$ cat src/rtl/cache_pkg.sv
// Types and constants shared between the L1 cache and its line-fill engine.
package cache_pkg;

  localparam int LINE_BYTES    = 64;
  localparam int OFFSET_SIZE_B = $clog2(LINE_BYTES);
  localparam int BEATS         = LINE_BYTES * 8 / 64;

  typedef enum logic [1:0] {
    IREAD = 2'd0,
    READ1 = 2'd1,
    READ2 = 2'd2
  } fill_src_t;

  typedef logic [LINE_BYTES*8-1:0] cache_line_data_t;

  localparam logic [12:0] MEM_READ = 13'h1100;

  typedef enum logic [1:0] {
    S_IDLE = 2'd0,
    S_REQ  = 2'd1,
    S_RESP = 2'd2,
    S_DONE = 2'd3
  } fill_state_t;

endpackage

$ cat src/rtl/cache_line_fill.sv
// Line-fill engine: one line-aligned bus read per miss, beats assembled into a
// full cache line and handed back to the cache with a one-cycle done pulse.
module cache_line_fill
  import cache_pkg::*;
#(
  parameter int                       BUS_DATA_WIDTH = 64,
  parameter int                       BUS_TAG_WIDTH  = 13,
  parameter int                       LINE_BYTES     = cache_pkg::LINE_BYTES,
  parameter logic [BUS_TAG_WIDTH-1:0] READ_TAG       = cache_pkg::MEM_READ
) (
  input  logic                      clk,
  input  logic                      reset,
  input  logic                      fill_req,
  input  logic [63:0]               fill_addr,
  input  logic [1:0]                fill_src,
  output logic                      fill_ready,
  output logic                      fill_done,
  output logic [LINE_BYTES*8-1:0]   fill_line,
  output logic [63:0]               fill_line_addr,
  output logic [1:0]                fill_done_src,
  output logic                      bus_reqcyc,
  input  logic                      bus_reqack,
  output logic [BUS_DATA_WIDTH-1:0] bus_req,
  output logic [BUS_TAG_WIDTH-1:0]  bus_reqtag,
  input  logic                      bus_respcyc,
  output logic                      bus_respack,
  input  logic [BUS_DATA_WIDTH-1:0] bus_resp,
  input  logic [BUS_TAG_WIDTH-1:0]  bus_resptag
);

  localparam int BEATS_L = LINE_BYTES * 8 / BUS_DATA_WIDTH;
  localparam int IDX_W   = $clog2(BEATS_L);
  localparam int CNT_W   = IDX_W + 1;
  localparam int OFF_W   = $clog2(LINE_BYTES);

  fill_state_t               state_q, state_d;
  logic [CNT_W-1:0]          count_q, count_d;
  logic [63:0]               addr_q, addr_d;
  logic [1:0]                src_q, src_d;
  logic [LINE_BYTES*8-1:0]   line_q, line_d;
  logic                      respack_q, respack_d;

  // The response tag is deliberately ignored; only one read is ever outstanding.
  logic unused_resptag_s;
  assign unused_resptag_s = ^bus_resptag;

  // State, counter and line registers with synchronous active-low reset.
  always_ff @(posedge clk) begin
    if (!reset) begin
      state_q   <= S_IDLE;
      count_q   <= '0;
      addr_q    <= '0;
      src_q     <= 2'd0;
      line_q    <= '0;
      respack_q <= 1'b0;
    end else begin
      state_q   <= state_d;
      count_q   <= count_d;
      addr_q    <= addr_d;
      src_q     <= src_d;
      line_q    <= line_d;
      respack_q <= respack_d;
    end
  end

  // Next-state logic: accept, wait for request ack, collect beats, signal done.
  always_comb begin
    state_d   = state_q;
    count_d   = count_q;
    addr_d    = addr_q;
    src_d     = src_q;
    line_d    = line_q;
    respack_d = 1'b0;
    case (state_q)
      S_IDLE: begin
        if (fill_req) begin
          addr_d  = {fill_addr[63:OFF_W], {OFF_W{1'b0}}};
          src_d   = fill_src;
          count_d = '0;
          state_d = S_REQ;
        end else begin
          state_d = S_IDLE;
        end
      end
      // A beat arriving alongside the ack is dropped: memory never answers first.
      S_REQ: begin
        if (bus_reqack) begin
          state_d = S_RESP;
        end else begin
          state_d = S_REQ;
        end
      end
      S_RESP: begin
        if (bus_respcyc) begin
          line_d[int'(count_q[IDX_W-1:0]) * BUS_DATA_WIDTH +: BUS_DATA_WIDTH] = bus_resp;
          count_d   = count_q + CNT_W'(1);
          respack_d = 1'b1;
          if (count_q == CNT_W'(BEATS_L - 1)) begin
            state_d = S_DONE;
          end else begin
            state_d = S_RESP;
          end
        end else begin
          state_d = S_RESP;
        end
      end
      S_DONE:  state_d = S_IDLE;
      default: state_d = S_IDLE;
    endcase
  end

  assign fill_ready     = (state_q == S_IDLE);
  assign fill_done      = (state_q == S_DONE);
  assign fill_line      = line_q;
  assign fill_line_addr = addr_q;
  assign fill_done_src  = src_q;
  assign bus_reqcyc     = (state_q == S_REQ);
  assign bus_req        = (state_q == S_REQ) ? BUS_DATA_WIDTH'(addr_q) : '0;
  assign bus_reqtag     = (state_q == S_REQ) ? READ_TAG : '0;
  assign bus_respack    = respack_q;

endmodule

$ cat config.mk
export PLATFORM = sky130hd
export DESIGN_NAME = cache_line_fill
export DESIGN_NICKNAME = d
export VERILOG_FILES = /design/src/rtl/cache_pkg.sv /design/src/rtl/cache_line_fill.sv
export SDC_FILE = /design/constraint.sdc
export NUM_CORES = 1
export LEC_CHECK = 0
export CORE_AREA = 5 5 308 310
export DETAILED_ROUTE_END_ITERATION = 8
export DIE_AREA = 0 0 313 315
export GPL_TIMING_DRIVEN = 1
export PLACE_DENSITY = 0.52
export SLEW_MARGIN = 20
export SYNTH_ARGS = -nofsm -noshare
export SYNTH_HDL_FRONTEND = slang
export SYNTH_SLANG_ARGS = --single-unit
$ cat constraint.sdc
create_clock -name clk -period 5.8 [get_ports clk]
set_input_delay 1.16 -clock clk [delete_from_list [all_inputs] [get_ports clk]]
set_output_delay 1.16 -clock clk [all_outputs]
set_load 0.005 [all_outputs]
# Yosys cells after proc, flatten, opt, wreduce, memory -nomap -nowiden
# Cells that the tools add are included.
dict set report totals {
  reg_bits 579
  in_bits 148
  out_inout_bits 659
  wordCells 34
}
dict set report op_classes {
  addsub 2
  n_eq_ne 6
  n_shift 2
  mux 12
  reduce_logical 6
}
# operator count
set ops {}
lappend ops {{$bwmux W512} 1}
lappend ops {{$shift A64 B33 Y512 const A} 1}
lappend ops {{$shiftx A64 B33 Y512} 1}
lappend ops {{$mux W64} 1}
lappend ops {{$neg A9 Y33} 1}
lappend ops {{$mux W13} 1}
lappend ops {{$mux W4} 2}
lappend ops {{$pmux W2 S4} 1}
lappend ops {{$pmux W4 S2} 1}
lappend ops {{$reduce_and A2 Y1} 3}
lappend ops {{$add A4 B1 Y4 const B} 1}
lappend ops {{$eq A2 B2 Y1 const B} 2}
lappend ops {{$eq A4 B3 Y1 const B} 1}
lappend ops {{$mux W2} 2}
lappend ops {{$ne A2 B2 Y1 const B} 2}
lappend ops {{$mux W1} 3}
lappend ops {{$reduce_and A3 Y1} 1}
lappend ops {{$eq A2 B1 Y1 const B} 1}
lappend ops {{$logic_not A2 Y1} 1}
lappend ops {{$reduce_bool A2 Y1} 1}

# Depth between registers and ports, before layout
dict set report depth {
  depth_word 4
  ltp_mapped 8
  mapped_depth_nobuf 6
}

# Worst setup path after synthesis
# No wires, ideal clock.
dict set report synth_timing {
  path_type {reg2out}
  from {register state_q[0]}
  to {output bus_req[54]}
  t_arrival_ns 1.340
  required_ns 4.640
  slack_ns 3.300
  stages_incl_launch_ff 5
  n_path_buf 2
  cell_sequence {dfxtp_1 clkbuf_1 nor2b_1 clkbuf_1 and2_1}
}
dict set report synth_between {
  elab_chain_len 2
}
# item line
set synth_rtl {}
lappend synth_rtl {{start: declaration} cache_line_fill.sv:36} ;# fill_state_t state_q, state_d;
lappend synth_rtl {{start signal: assignment} cache_line_fill.sv:57} ;# state_q <= state_d;
lappend synth_rtl {{$eq A2 B1 Y1} --}
lappend synth_rtl {{named net bus_reqcyc} cache_line_fill.sv:21} ;# output logic bus_reqcyc,
lappend synth_rtl {{$mux W64} cache_line_fill.sv:118} ;# assign bus_req = (state_q == S_REQ) ? BUS_DATA_WIDTH'(addr_q) : '0;
lappend synth_rtl {{end: declaration} cache_line_fill.sv:23} ;# output logic [BUS_DATA_WIDTH-1:0] bus_req,
# The timed path passes the listed nets, and every way through them passes these cells.

# Worst setup path in the final report
dict set report layout_timing {
  from {register state_q[0]}
  to {output bus_req[60]}
}
dict set report layout_between {
  elab_chain_len 2
}
# item line
set layout_rtl {}
lappend layout_rtl {{$eq A2 B1 Y1} cache_line_fill.sv:118}
lappend layout_rtl {{$mux W64} cache_line_fill.sv:118}
# Every way passes these cells.

==> run_results.csv <==
group,metric,value,unit
clocking,cts_made_buffers,70,
min_path,hp-class,"reg -> reg",
critical_path,cp.required,4.64,ns
global_route,grt_pass1_vias,17240,
final_layout,fin_nets,2958,
detailed_routing,drt_pass1_iterations,5,
timing,holdWs,0.4515,ns
final_layout,drive_above_1_share,5.254,%
timing,hold_violations,0,
yosys,yosysWarnings,0,
placed_design,place_area,29970,um^2
clocking,clock_path_buffers,3,
detailed_routing,wl,87.27,mm
placed_design,hpwl,61.84,mm
global_route,grt_first_pass_wirelength,124.3,mm
critical_path,worstPathArrival,3.05,ns
yosys,synth-seq-area-share,54.15,%
min_path,holdPathEnd,"fill_line[423]$_SDFFE_PN0P_",
critical_path,worstRegToRegCells,7,
timing,max-slew-margin-rel,36.58,%
clocking,h-tree-depth,3,
final_layout,multiInputGateArea,8996,um^2
die,start_util,23.42,%
timing,drv_slew,0,
global_route,grt_start_max_net_pins,187,
critical_path,reg2reg_setup_slack,2.81,ns
clocking,clock_sink_count,579,
final_layout,stdcell_area,32310,um^2
yosys,ys_types,34,
timing,timing.final.crit_period,4.211,ns
detailed_routing,wl_per_cell,21.59,um
global_route,overflow,0,
yosys,synth_seq_cells,579,
final_layout,seq_area,11590,um^2
timing,rsz0062_at_grt,"no",
final_layout,final_cells,4042,
die,fp.dieH,315,um
detailed_routing,via_count,17070,
detailed_routing,drtAntennaViolNets,0,
placed_design,dp.cells,3920,
clocking,cts_resized,0,
die,pin_count,807,
critical_path,regToRegEndpoint,"fill_line[459]$_SDFFE_PN0P_",
timing,worst_pin_slew,0.9513,ns
critical_path,rr_startpoint,"count_q[0]$_SDFFE_PN0P_",
clocking,cts_tree,"yes",
run,maxCapViolations,0,
global_route,antenna_found_initial,5,
outcome,status,"complete, no violations",
global_route,grtUsageTotal,16.67,%
critical_path,critical_path_class,"reg -> out",
detailed_routing,drt_drc_violations_left,0,
timing,fin_crit_sh,72.60,%
yosys,syn-cell-area,21410,um^2
yosys,postSynthAreaPerCell,10.19,um^2
clocking,cts_root_buffer,"clkbuf_16",
placed_design,place.gp.congestion,0.7843,
min_path,whs_path_depth,2,
timing,fmax,237.5,MHz
die,coreArea,91390,um^2
detailed_routing,vias_per_cell,4.223,
die,num_rows,111,
min_path,min_from,"fill_line[423]$_SDFFE_PN0P_",
clocking,ctsHoldBuffers,0,
critical_path,cp_max_fo,48,
die,dieArea,98600,um^2
clocking,cts_setup_buffers,0,
power,power.density,278.1,nW/um^2
critical_path,critPathLaunchType,"flip-flop",
placed_design,port_buffers,764,
yosys,syn_inst,2100,
power,vdd_drop_max,0.0001883,V
detailed_routing,drt-initial-drc-count,1105,
die,fp.dieW,313,um
final_layout,syn_to_final_growth,50.96,%
critical_path,critPathCaptureType,"primary output",
final_layout,nFillCells,9206,
clocking,clk-insertion-delay-late,0.59,ns
timing,tns,0,ns
power,p_leak,11.72,nW
clocking,clkTransAtPathRegs,0.06,ns
timing,finalSetupViolCount,0,
timing,timing.clock.skew,0.03052,ns
stage by stage:
stage	setup slack [ns]	utilization, %	total power [mW]
2_1_floorplan	3.300	-	4.340
3_3_place_gp	2.151	32.79	4.654
3_5_place_dp	2.105	32.79	4.651
4_1_cts	1.556	35.36	9.146
5_1_grt	1.371	35.36	9.335
6_report	1.589	35.36	8.986
layer usage:
layer | part of all wire [%] | up-vias | routed length (um) | track usage (%)
met5 | 0.031 | - | 27 | 0
met1 | 41 | 8080 | 36130 | 20.07
met4 | 2.0 | 4 | 1735 | 3.810
li1 | - | 8333 | - | -
met3 | 9.3 | 103 | 8085 | 6.928
met2 | 47 | 548 | 41300 | 27.92
layout by cell type, fill, tap and decap left out, types with 20 or more instances in the layout:
master           Yosys  final
a22o_1              60     60
and2_1              60     60
buf_4               39     20
clkbuf_16            0     73
clkbuf_8             0     21
clkdlybuf4s50_1      0    763
conb_1               1     23
dfxtp_1            579    579
mux2i_1            513    513
nand2_1            663    663
area by class of cell:
type                       count  area share, %
sequential                   579          35.87
antenna                        1       0.007744
tap                         1186          4.592
inverter                       4        0.04646
multi-input combinational   1363          27.84
clock buffer                 104          6.664
timing repair buffer         788          24.39
clock inverter                17         0.5885
how the worst max path moves through the flow:
stage                                     start                     endpoint  slack, ns  depth (start not counted)
after global placement              bus_respcyc  fill_line[466]$_SDFFE_PN0P_       2.15                          5
after global routing      state_q[0]$_SDFF_PN0_                  bus_req[60]       1.37                          4
final                     state_q[0]$_SDFF_PN0_                  bus_req[60]       1.59                          4
after CTS                 state_q[0]$_SDFF_PN0_                  bus_req[60]       1.56                          4
after floorplan           state_q[0]$_SDFF_PN0_                  bus_req[54]       3.30                          4
after detailed placement            bus_respcyc  fill_line[463]$_SDFFE_PN0P_       2.11                          5
flip-flops by register name, summed over array words and instances, names as in the netlist:
| name | flops |
|---|---|
| bus_respack | 1 |
| fill_line_addr | 58 |
| count_q | 4 |
| state_q | 2 |
| fill_line | 512 |
| fill_done_src | 2 |
cells by family (layout without fill, tap and decap cells):
family | Yosys count | count (layout) | synth area share (%)
AO/OA/AOI/OAI | 74 | 74 | 2.899
adder cells (fa/ha/maj) | 4 | 4 | 0.2338
buffers and inverters | 180 | 913 | 4.483
flip-flops | 579 | 579 | 54.15
multiplexers | 513 | 513 | 23.99
other | 1 | 24 | 0.01752
AND/OR/NAND/NOR | 749 | 749 | 14.23
report_power, final:
part           total, mW  internal [mW]  switching [mW]
Sequential          4.07           4.02          0.0442
Combinational      0.490          0.236           0.254
Clock               4.43           2.63            1.80
Yosys cell counts, drive strengths merged:
cell / n / area, um^2
ha: 4 / 50.05
o21bai: 1 / 7.510
o31ai: 2 / 15.01
a21oi: 3 / 15.01
nand2b: 3 / 18.77
nor2b: 3 / 18.77
o32a: 1 / 10.01
and3: 1 / 6.260
clkbuf: 86 / 322.8
a21boi: 3 / 22.52
mux2i: 513 / 5135
nor3b: 1 / 7.510
a21bo: 1 / 10.01
nor3: 3 / 15.01
or4: 3 / 22.52
buf: 90 / 621.8
nand2: 663 / 2489
a22o: 60 / 525.5
and3b: 2 / 17.52
conb: 1 / 3.750
nand4: 1 / 6.260
dfxtp: 579 / 11590
o21ai: 3 / 15.01
nand4bb: 1 / 11.26
nor4: 4 / 25.02
nor2: 2 / 7.510
inv: 4 / 15.01
and2: 60 / 375.4
nand3b: 1 / 20.02
nand3: 1 / 5.000
worst max-delay path, cell delays in order, from the launching register on:
cell and delay [ns]:
dfxtp_1 0.55, nor2b_2 0.59, buf_4 0.49, and2_1 0.20
clkdlybuf4s50_1 0.61
Note: power is estimated with default switching activity, not from simulation.
